$ cat config.mk
export PLATFORM = sky130hd
export DESIGN_NAME = decode_stage_p_flat
export DESIGN_NICKNAME = d
export VERILOG_FILES = /design/src/rtl/decode_stage_p_if.sv /design/src/rtl/decode_stage_p.sv /design/src/flat_wrapper.sv
export SDC_FILE = /design/constraint.sdc
export NUM_CORES = 2
export LEC_CHECK = 0
export CORE_MARGIN = 3
export CORE_UTILIZATION = 44
export DETAILED_ROUTE_END_ITERATION = 10
export MAX_ROUTING_LAYER = met4
export PLACE_DENSITY = 0.65
export SETUP_SLACK_MARGIN = 0.02
export SYNTH_ARGS = -nofsm -noshare
export SYNTH_HDL_FRONTEND = slang
export SYNTH_SLANG_ARGS = --single-unit
$ cat constraint.sdc
create_clock -name clk -period 5.1 [get_ports clk]
set_input_delay 1.02 -clock clk [delete_from_list [all_inputs] [get_ports clk]]
set_output_delay 1.02 -clock clk [all_outputs]
set_load 0.05 [all_outputs]
$ cat src/rtl/decode_stage_p_if.sv
// Bundle of the decode stage's F/D inputs, W/forwarding inputs, redirect outputs and D/E payload.
// master = surrounding pipeline, slave = decode_stage_p.
interface decode_stage_p_if #(
  parameter int XLEN = 32,
  parameter int NREG = 32,
  parameter int NFWD = 3
);
  localparam int AW = $clog2(NREG);

  logic                 in_valid;
  logic [XLEN-1:0]      in_pc;
  logic [31:0]          in_instr;
  logic                 stall;
  logic                 flush;
  logic                 w_we;
  logic [AW-1:0]        w_addr;
  logic [XLEN-1:0]      w_data;
  logic [NFWD-1:0]      fwd_valid;
  logic [NFWD*AW-1:0]   fwd_addr;
  logic [NFWD*XLEN-1:0] fwd_data;
  logic [XLEN-1:0]      d_rs_val;
  logic [XLEN-1:0]      d_rt_val;
  logic                 d_br_taken;
  logic [XLEN-1:0]      d_br_target;
  logic                 e_valid;
  logic [XLEN-1:0]      e_pc;
  logic [XLEN-1:0]      e_rs_val;
  logic [XLEN-1:0]      e_rt_val;
  logic [XLEN-1:0]      e_imm;
  logic [31:0]          e_instr;
  logic [AW-1:0]        e_rs;
  logic [AW-1:0]        e_rt;
  logic [AW-1:0]        e_rd;

  modport master (
    output in_valid, in_pc, in_instr, stall, flush, w_we, w_addr, w_data,
           fwd_valid, fwd_addr, fwd_data,
    input  d_rs_val, d_rt_val, d_br_taken, d_br_target, e_valid, e_pc,
           e_rs_val, e_rt_val, e_imm, e_instr, e_rs, e_rt, e_rd
  );

  modport slave (
    input  in_valid, in_pc, in_instr, stall, flush, w_we, w_addr, w_data,
           fwd_valid, fwd_addr, fwd_data,
    output d_rs_val, d_rt_val, d_br_taken, d_br_target, e_valid, e_pc,
           e_rs_val, e_rt_val, e_imm, e_instr, e_rs, e_rt, e_rd
  );
endinterface

$ cat src/rtl/decode_stage_p.sv
// MIPS decode stage: GRF, prioritised operand forwarding, immediate extension, branch unit, D/E register.
// Define DECODE_GRF_BYPASS_EN to make a same-cycle W write visible at the GRF read port.
module decode_stage_p #(
  parameter int XLEN = 32,
  parameter int NREG = 32,
  parameter int NFWD = 3
) (
  input  logic              clk,
  input  logic              reset,
  decode_stage_p_if.slave   bus
);
  localparam int AW = $clog2(NREG);

  function automatic logic [AW-1:0] reg_field(input logic [4:0] f);
    return AW'(f);
  endfunction

  // Source 0 is youngest, so scan from the oldest down and let lower indices overwrite.
  function automatic logic [XLEN-1:0] resolve(
    input logic [AW-1:0]        addr,
    input logic [XLEN-1:0]      grf_val,
    input logic [NFWD-1:0]      fv,
    input logic [NFWD*AW-1:0]   fa,
    input logic [NFWD*XLEN-1:0] fd
  );
    logic [XLEN-1:0] v;
    v = grf_val;
    for (int i = NFWD - 1; i >= 0; i--) begin
      if (fv[i] && fa[i*AW +: AW] == addr) v = fd[i*XLEN +: XLEN];
    end
    if (addr == '0) v = '0;
    return v;
  endfunction

  logic [XLEN-1:0] grf_q [NREG];
  logic [XLEN-1:0] grf_d [NREG];

  logic [5:0]      op;
  logic [AW-1:0]   rs_a, rt_a, rd_a;
  logic [XLEN-1:0] rs_grf, rt_grf, rs_val, rt_val;
  logic [XLEN-1:0] pc4, imm, br_target;
  logic signed [XLEN-1:0] imm_sext;
  logic            br_hit, capture;

  logic            e_valid_q, e_valid_d;
  logic [XLEN-1:0] e_pc_q, e_pc_d, e_rs_val_q, e_rs_val_d, e_rt_val_q, e_rt_val_d;
  logic [XLEN-1:0] e_imm_q, e_imm_d;
  logic [31:0]     e_instr_q, e_instr_d;
  logic [AW-1:0]   e_rs_q, e_rs_d, e_rt_q, e_rt_d, e_rd_q, e_rd_d;

  assign op   = bus.in_instr[31:26];
  assign rs_a = reg_field(bus.in_instr[25:21]);
  assign rt_a = reg_field(bus.in_instr[20:16]);
  assign rd_a = reg_field(bus.in_instr[15:11]);

  always_comb begin
    grf_d = grf_q;
    if (bus.w_we && bus.w_addr != '0) grf_d[bus.w_addr] = bus.w_data;
  end

  always_comb begin
    rs_grf = grf_q[rs_a];
    rt_grf = grf_q[rt_a];
`ifdef DECODE_GRF_BYPASS_EN
    if (bus.w_we && bus.w_addr != '0 && bus.w_addr == rs_a) rs_grf = bus.w_data;
    if (bus.w_we && bus.w_addr != '0 && bus.w_addr == rt_a) rt_grf = bus.w_data;
`else
    rs_grf = rs_grf;
`endif
  end

  assign rs_val = resolve(rs_a, rs_grf, bus.fwd_valid, bus.fwd_addr, bus.fwd_data);
  assign rt_val = resolve(rt_a, rt_grf, bus.fwd_valid, bus.fwd_addr, bus.fwd_data);

  always_comb begin
    imm_sext = XLEN'(signed'(bus.in_instr[15:0]));
    case (op)
      6'b001100, 6'b001101, 6'b001110: imm = XLEN'(bus.in_instr[15:0]);
      6'b001111:                       imm = XLEN'({bus.in_instr[15:0], 16'h0000});
      default:                         imm = imm_sext;
    endcase
  end

  always_comb begin
    pc4       = bus.in_pc + XLEN'(4);
    br_hit    = 1'b0;
    br_target = pc4;
    case (op)
      6'b000100: begin
        br_hit    = (rs_val == rt_val);
        br_target = pc4 + (imm_sext <<< 2);
      end
      6'b000101: begin
        br_hit    = (rs_val != rt_val);
        br_target = pc4 + (imm_sext <<< 2);
      end
      6'b000010, 6'b000011: begin
        br_hit    = 1'b1;
        br_target = {pc4[XLEN-1:28], bus.in_instr[25:0], 2'b00};
      end
      6'b000000: begin
        if (bus.in_instr[5:0] == 6'b001000) begin
          br_hit    = 1'b1;
          br_target = rs_val;
        end
      end
      default: ;
    endcase
  end

  assign capture = bus.in_valid && !bus.stall && !bus.flush;

  // D/E register: any non-capturing cycle loads an all-zero bubble.
  always_comb begin
    e_valid_d  = capture;
    e_pc_d     = '0;
    e_rs_val_d = '0;
    e_rt_val_d = '0;
    e_imm_d    = '0;
    e_instr_d  = '0;
    e_rs_d     = '0;
    e_rt_d     = '0;
    e_rd_d     = '0;
    if (capture) begin
      e_pc_d     = bus.in_pc;
      e_rs_val_d = rs_val;
      e_rt_val_d = rt_val;
      e_imm_d    = imm;
      e_instr_d  = bus.in_instr;
      e_rs_d     = rs_a;
      e_rt_d     = rt_a;
      e_rd_d     = rd_a;
    end
  end

  always_ff @(posedge clk or negedge reset) begin
    if (!reset) begin
      grf_q      <= '{default: '0};
      e_valid_q  <= 1'b0;
      e_pc_q     <= '0;
      e_rs_val_q <= '0;
      e_rt_val_q <= '0;
      e_imm_q    <= '0;
      e_instr_q  <= '0;
      e_rs_q     <= '0;
      e_rt_q     <= '0;
      e_rd_q     <= '0;
    end else begin
      grf_q      <= grf_d;
      e_valid_q  <= e_valid_d;
      e_pc_q     <= e_pc_d;
      e_rs_val_q <= e_rs_val_d;
      e_rt_val_q <= e_rt_val_d;
      e_imm_q    <= e_imm_d;
      e_instr_q  <= e_instr_d;
      e_rs_q     <= e_rs_d;
      e_rt_q     <= e_rt_d;
      e_rd_q     <= e_rd_d;
    end
  end

  assign bus.d_rs_val    = rs_val;
  assign bus.d_rt_val    = rt_val;
  assign bus.d_br_taken  = br_hit && capture;
  assign bus.d_br_target = br_target;
  assign bus.e_valid     = e_valid_q;
  assign bus.e_pc        = e_pc_q;
  assign bus.e_rs_val    = e_rs_val_q;
  assign bus.e_rt_val    = e_rt_val_q;
  assign bus.e_imm       = e_imm_q;
  assign bus.e_instr     = e_instr_q;
  assign bus.e_rs        = e_rs_q;
  assign bus.e_rt        = e_rt_q;
  assign bus.e_rd        = e_rd_q;
endmodule
$ cat src/flat_wrapper.sv
// flat-port wrapper written by rule: the top's interface ports become plain ports
module decode_stage_p_flat 
#(
  parameter int XLEN = 32,
  parameter int NREG = 32,
  parameter int NFWD = 3
)
  (clk, reset, bus_in_valid, bus_in_pc, bus_in_instr, bus_stall, bus_flush, bus_w_we, bus_w_addr, bus_w_data, bus_fwd_valid, bus_fwd_addr, bus_fwd_data, bus_d_rs_val, bus_d_rt_val, bus_d_br_taken, bus_d_br_target, bus_e_valid, bus_e_pc, bus_e_rs_val, bus_e_rt_val, bus_e_imm, bus_e_instr, bus_e_rs, bus_e_rt, bus_e_rd);
  decode_stage_p_if #(.XLEN(XLEN), .NREG(NREG), .NFWD(NFWD)) bus_i ();
  input  logic clk;
  input  logic reset;
  input wire logic [$bits(bus_i.in_valid)-1:0] bus_in_valid;
  input wire logic [$bits(bus_i.in_pc)-1:0] bus_in_pc;
  input wire logic [$bits(bus_i.in_instr)-1:0] bus_in_instr;
  input wire logic [$bits(bus_i.stall)-1:0] bus_stall;
  input wire logic [$bits(bus_i.flush)-1:0] bus_flush;
  input wire logic [$bits(bus_i.w_we)-1:0] bus_w_we;
  input wire logic [$bits(bus_i.w_addr)-1:0] bus_w_addr;
  input wire logic [$bits(bus_i.w_data)-1:0] bus_w_data;
  input wire logic [$bits(bus_i.fwd_valid)-1:0] bus_fwd_valid;
  input wire logic [$bits(bus_i.fwd_addr)-1:0] bus_fwd_addr;
  input wire logic [$bits(bus_i.fwd_data)-1:0] bus_fwd_data;
  output wire logic [$bits(bus_i.d_rs_val)-1:0] bus_d_rs_val;
  output wire logic [$bits(bus_i.d_rt_val)-1:0] bus_d_rt_val;
  output wire logic [$bits(bus_i.d_br_taken)-1:0] bus_d_br_taken;
  output wire logic [$bits(bus_i.d_br_target)-1:0] bus_d_br_target;
  output wire logic [$bits(bus_i.e_valid)-1:0] bus_e_valid;
  output wire logic [$bits(bus_i.e_pc)-1:0] bus_e_pc;
  output wire logic [$bits(bus_i.e_rs_val)-1:0] bus_e_rs_val;
  output wire logic [$bits(bus_i.e_rt_val)-1:0] bus_e_rt_val;
  output wire logic [$bits(bus_i.e_imm)-1:0] bus_e_imm;
  output wire logic [$bits(bus_i.e_instr)-1:0] bus_e_instr;
  output wire logic [$bits(bus_i.e_rs)-1:0] bus_e_rs;
  output wire logic [$bits(bus_i.e_rt)-1:0] bus_e_rt;
  output wire logic [$bits(bus_i.e_rd)-1:0] bus_e_rd;
  assign bus_i.in_valid = bus_in_valid;
  assign bus_i.in_pc = bus_in_pc;
  assign bus_i.in_instr = bus_in_instr;
  assign bus_i.stall = bus_stall;
  assign bus_i.flush = bus_flush;
  assign bus_i.w_we = bus_w_we;
  assign bus_i.w_addr = bus_w_addr;
  assign bus_i.w_data = bus_w_data;
  assign bus_i.fwd_valid = bus_fwd_valid;
  assign bus_i.fwd_addr = bus_fwd_addr;
  assign bus_i.fwd_data = bus_fwd_data;
  assign bus_d_rs_val = bus_i.d_rs_val;
  assign bus_d_rt_val = bus_i.d_rt_val;
  assign bus_d_br_taken = bus_i.d_br_taken;
  assign bus_d_br_target = bus_i.d_br_target;
  assign bus_e_valid = bus_i.e_valid;
  assign bus_e_pc = bus_i.e_pc;
  assign bus_e_rs_val = bus_i.e_rs_val;
  assign bus_e_rt_val = bus_i.e_rt_val;
  assign bus_e_imm = bus_i.e_imm;
  assign bus_e_instr = bus_i.e_instr;
  assign bus_e_rs = bus_i.e_rs;
  assign bus_e_rt = bus_i.e_rt;
  assign bus_e_rd = bus_i.e_rd;
  decode_stage_p #(.XLEN(XLEN), .NREG(NREG), .NFWD(NFWD)) u_core (.clk(clk), .reset(reset), .bus(bus_i));
endmodule
# Word-level counts from Yosys, hierarchy flattened
# Cells that the tools add are included.
# totals
ff_bits	1200
input_bits	221
out_inout_bits	273
elab_cells	117
# classes
add_sub_neg	2
order_cmp	4
n_eq_ne	17
muxes	30
bitwise	3
n_reduce_logical	20
# op_table
cell	count
1024-bit bitwise mux	1
32-bit 2-to-1 mux	19
32-bit binary-select mux with 5-bit select	2
32-bit demux with 5-bit select	1
32-bit one-hot mux with 3 select lines	1
32-bit one-hot mux with 2 select lines	1
32-bit by 3-bit adder with 32-bit output (second input constant)	1
32-bit adder	1
32-bit equality test	1
32-bit inequality test	1
5-bit equality test	6
6-bit by 4-bit equality test with 1-bit output (second input constant)	5
6-bit greater-or-equal comparator (second input constant)	3
5-bit inverter with 6-bit output	3
5-bit 2-to-1 mux	3
6-bit by 2-bit equality test with 1-bit output (second input constant)	2
6-bit by 3-bit equality test with 1-bit output (second input constant)	2
1-bit logical AND	11
5-bit zero test	2
6-bit zero test	1
6-bit by 1-bit < comparator with 1-bit output (second input constant)	1
5-bit nonzero test	1
1-bit one-hot mux with 4 select lines	1
2-bit OR reduction	2
other kinds (3)	4

# Longest topological paths before layout
# depth
ltp_word	11
depth_mapped	19
mapped_depth_nobuf	19

# Worst setup path after synthesis
# OpenSTA, ideal clock, no wires.
# synth_timing
path_type	input to output
start	input bus_in_instr[21]
end	output bus_d_br_taken
t_arrival_ns	5.061
required_time_ns	4.080
path_slack_ns	-0.981
cell_stages	15
path_buffers	3
cell_sequence	buf_6 xnor2_1 nand4_2 or2_1 buf_2 buf_2 a31o_2 a211oi_1 xnor2_1 o2111ai_1 nor4_1 nand4_1 nor4_2 mux2i_1 nand2_1
# synth_via
elab_chain_len	11
word_cells_on_any_way	19
classes_between	eq/ne (5); mux (8); bitwise (1); reduce/logical (5)
# synth_rtl
element	line_no	text
start: declaration	flat_wrapper.sv:14	input wire logic [$bits(bus_i.in_instr)-1:0] bus_in_instr;
5-bit inverter with 6-bit output (implied by the code)	decode_stage_p.sv:62	rs_grf = grf_q[rs_a];
32-bit binary-select mux with 5-bit select	decode_stage_p.sv:62	
32-bit 2-to-1 mux (implied by the code) (2 in a row)	decode_stage_p.sv:62	
32-bit 2-to-1 mux (3 in a row)	decode_stage_p.sv:29	if (fv[i] && fa[i*AW +: AW] == addr) v = fd[i*XLEN +: XLEN];
32-bit 2-to-1 mux (*)	decode_stage_p.sv:31	if (addr == '0) v = '0;
via bus_d_rs_val[8]	flat_wrapper.sv:23	output wire logic [$bits(bus_i.d_rs_val)-1:0] bus_d_rs_val;
32-bit inequality test or 32-bit equality test (tied branches)	decode_stage_p.sv:94, decode_stage_p.sv:90	
1-bit one-hot mux with 4 select lines (*)	decode_stage_p.sv:88	case (op)
1-bit logical AND (*)	decode_stage_p.sv:164	assign bus.d_br_taken = br_hit && capture;
end: declaration	flat_wrapper.sv:25	output wire logic [$bits(bus_i.d_br_taken)-1:0] bus_d_br_taken;
# The timed path passes the listed nets; every way through them passes the cells marked *. The select of a mux whose other input is x is not followed.

# Worst setup path in the final report
# layout_timing
start	input bus_in_instr[21]
end	output bus_d_br_taken
# layout_via
elab_chain_len	11
word_cells_on_any_way	19
classes_between	eq/ne (5); mux (8); bitwise (1); reduce/logical (5)
# layout_rtl
element	line_no
5-bit inverter with 6-bit output (implied by the code)	decode_stage_p.sv:62
32-bit binary-select mux with 5-bit select	decode_stage_p.sv:62
32-bit 2-to-1 mux (implied by the code) (2 in a row)	decode_stage_p.sv:62
32-bit 2-to-1 mux (3 in a row)	decode_stage_p.sv:29
32-bit 2-to-1 mux (*)	decode_stage_p.sv:31
32-bit inequality test or 32-bit equality test (tied branches)	decode_stage_p.sv:94, decode_stage_p.sv:90
1-bit one-hot mux with 4 select lines (*)	decode_stage_p.sv:88
1-bit logical AND (*)	decode_stage_p.sv:164
# Mark *: on every way between the ends. The rest lies on a longest branch, timed or not. The select of a mux whose other input is x is not followed.

==> results by group <==
Detailed routing
  • First-pass DRT Iterations: 9
  • # DRC: 0
  • Wire length per cell: 36.49 µm
  • Total wire length: between 200000 and 300000 µm
  • Final ANT Viol Nets: 0
  • Total number of vias: between 50000 and 60000
  • Initial DRC Count: approximately 6700
  • Via/cell ratio: ~6.5

Setup path
  • CP arrival: about 4.8 ns
  • CP endpoint kind: primary output
  • Worst R2R Setup Slack: 2.48 ns
  • Critical path capture point: bus_d_br_taken
  • Worst r2r src: u_core.grf_q[777]$_DFFE_PN0P_
  • Critical path's largest stage delay: a little over 0.5 ns
  • Crit Reg-Reg Endpoint: u_core.bus.e_rt_val[9]$_DFF_PN0_
  • Slowest cell on the critical path: mux4_2
  • CP startpoint kind: input pin
  • Data required, critical path: between 4 and 5 ns
  • Reg2Reg Depth: 12
  • CP Cell Sequence: buf_16 > buf_12 > buf_16 > buf_6 > mux4_2 > mux2i_1 > o22ai_1 > buf_4 > nor3_4 > buf_4 > or3_4 > xnor2_1 > nor4_1 > nand4_1 > nor4_2 > buf_4 > mux2i_1 > nand2_2 > buf_8
  • Worst-path maximum fanout: 6
  • Worst Setup SP: bus_in_instr[21]
  • Critical path's most frequent cell: buf_4
  • Crit path kind: input pin to primary output

Clocking
  • Total CTS buffers: between 100 and 150
  • CTS root buf: clkbuf_16
  • Clock transition at path regs: roughly 0.060 ns
  • CTS max path bufs: 3
  • Htree depth: 4
  • CTS tree: built
  • Clk Latency, worst-skew pair: approximately 0.8 ns
  • CTS Hold Buffers Added: 0
  • TritonCTS Sinks: 1185

Final layout
  • Fin area: about 87000 µm²
  • Layout cells sized above 1: 0.5288
  • P&R area growth vs syn: 34.30%
  • Finished Layout Cells: about 8200
  • Nets@finish: 6361
  • Fillers: 11480

Die
  • Core Footprint: 146300 µm²
  • Top Ports: approximately 490
  • Die area: 152700 µm²
  • Die X: around 400 µm
  • Die Y: about 390 µm
  • Core Rows: between 100 and 150
  • Initial core utilization: 0.4454

STA
  • Final Max Slew Viols: 0
  • RSZ-0062 raised after global routing: yes
  • Final Skew: 0.03133 ns
  • TNS Setup: -3.912 ns
  • Slew HR: 0.06057
  • Period Utilization, post-route: 1.133
  • Final hold violation count: 0
  • Tmin final: ~5.8 ns
  • Final setup violation count: 12
  • Slew @ Worst Pin: around 1.4 ns
  • Highest clock rate: about 170 MHz
  • Final setup margin: -0.6766 ns

Synth
  • Synthesis Warnings: 0
  • Synth top area cells: dfrtp_1 46%, mux2_2 17%, mux4_2 17%
  • Synth Area per Inst: about 13 µm²
  • Ys flop type: dfrtp_1
  • Seq cells post-synth: 1185
  • Count leader, synth: dfrtp_1
  • Synth Instances: 4858
  • Mapped Nets: around 5100
  • Fraction of registers with async set/reset: 1.000
  • Top cell type's share of synthesized area: 0.4552
  • Sequential share of the synthesized area: 0.4552
  • Area leader, netlist: dfrtp_1
  • Top cell types by occurrence after synthesis: 1185 x dfrtp_1, 1000 x mux2_2, 497 x mux4_2
  • Number of synthesized flops with an enable pin: 0
  • Count of different cell masters after synthesis: 92
  • Cell Area, Synth: about 65000 µm²

Place
  • Placed cell count: around 7800
  • Pre-CTS WS: -1.541 ns
  • Post-DP HPWL: about 210000 µm
  • Port buffer count: ~490
  • Placement Cell Area: about 80000 µm²
  • Routability cong.: a little over 1

GRT
  • Global-route wire length before repair: about 410000 µm
  • Initial antenna violation count: 23
  • GR Layer Usage met3: 0.1363
  • Pin count of the biggest net entering global routing: about 120
  • Vias in the first global route: approximately 54000
  • Met2 track demand over resource: 0.5744
  • GR Util All Layers: 0.3984
  • Top Usage Layer GRT: met2
  • Grt total ovfl: 0
  • GR Util met1: 0.4919

Outcome
  • Status: finished, violations left
  • Violated checks: setup timing

Flow run
  • Max-Cap Viols: 0

Pwr
  • Peak supply drop: ~0.38 mV
  • Static leakage: around 39 nW
  • P per Cell Area: between 300 and 400 nW/µm²
  • Final Total Pwr: 0.03104 W

Min path
  • Hold Path Class: input pin to asynchronous set/reset pin
[routing by layer]
metal,vias up,part of all wire,wire [µm]
met5,-,0,0
met1,27860,0.37,110200
met3,820,0.12,36490
li1,20920,-,-
met2,3487,0.44,131100
met4,0,0.067,19800
[through the flow]
step,hold WS (ns),utilization
final,0.3134,0.5981
after detailed placement,0.3820,0.5440
after global routing,0.3387,0.5981
after global placement,0.3768,0.5440
after CTS,0.3103,0.5951
after floorplan,0.4413,-
[flip-flops by register name, indices dropped and copies added, names as in the netlist]
signal	count
u_core.bus.e_pc	32
u_core.bus.e_imm	32
u_core.bus.e_rt_val	32
u_core.bus.e_rs_val	32
u_core.bus.e_valid	1
u_core.grf_q	1024
u_core.bus.e_instr	32
[worst min-delay path by stage]
stage / from / to / slack [ns] / depth (start not counted)
4_1_cts: reset / u_core.grf_q[78]$_DFFE_PN0P_ / 0.31 / 1
2_1_floorplan: u_core.grf_q[1000]$_DFFE_PN0P_ / u_core.grf_q[1000]$_DFFE_PN0P_ / 0.44 / 1
6_report: reset / u_core.grf_q[78]$_DFFE_PN0P_ / 0.31 / 1
5_1_grt: reset / u_core.grf_q[972]$_DFFE_PN0P_ / 0.34 / 1
3_3_place_gp: u_core.grf_q[1002]$_DFFE_PN0P_ / u_core.grf_q[1002]$_DFFE_PN0P_ / 0.38 / 0
3_5_place_dp: u_core.grf_q[1006]$_DFFE_PN0P_ / u_core.grf_q[1006]$_DFFE_PN0P_ / 0.38 / 0
[repair_timing]
item                                   CTS  global route
cloned                                  12             0
pin swaps                              148            52
endpoints found under the hold margin    0             0
buffers inserted                       118             8
setup endpoints to repair               45            28
gates resized for setup                416            79
[layout by cell type (no fill, tap or decap), drive strengths merged, types with 117 or more instances in the layout]
master | Yosys | final
mux4 | 497 | 497
o22ai | 117 | 117
nor2 | 193 | 193
a21oi | 121 | 121
buf | 213 | 1223
clkdlybuf4s50 | 0 | 352
nand2 | 174 | 174
dfrtp | 1185 | 1185
clkbuf | 281 | 201
mux2 | 1000 | 1000
[cell type report]
| class | instances | area (µm²) | share of cell area |
|---|---|---|---|
| antenna | 27 | 67.56 | 0.0007723 |
| clock buffer | 200 | 4029 | 0.04605 |
| clock inverter | 42 | 464.2 | 0.005306 |
| inverter | 76 | 296.5 | 0.003389 |
| multi-input combinational | 3103 | 34770 | 0.3974 |
| sequential | 1185 | 29650 | 0.3389 |
| tap | 1917 | 2399 | 0.02742 |
| timing repair buffer | 1606 | 15810 | 0.1807 |
[kinds of logic (layout without fill, tap and decap cells)]
logic type               count (synthesis)  in the layout  share of synthesized area
multiplexers                          1611           1611                     0.3622
flip-flops                            1185           1185                     0.4552
AND/OR/NAND/NOR                        762            762                    0.05853
AO/OA/AOI/OAI                          585            585                    0.06047
buffers and inverters                  570           1924                    0.04201
XOR/XNOR                               111            111                    0.01492
adder cells (fa/ha/maj)                 34             34                   0.006646
other                                    0             27                          0
[critical path, delay by kind of cell]
family | cells | cell delay (ns)
AOI/OAI and AO/OA | 1 | 0.15
xor gates and xnor gates | 1 | 0.06
buffers and inverters | 8 | 1.27
muxes | 3 | 0.91
and+or+nand+nor | 6 | 1.30
[where the power goes]
part	total (W)	switching (W)	leakage, nW	internal [W]
Clock	0.0100	0.00417	2.22	0.00583
Sequential	0.0122	0.00117	15.3	0.0110
Combinational	0.00888	0.00426	21.0	0.00462
Total	0.0310	0.00960	38.6	0.0214
(Power assumes the default switching activity.)
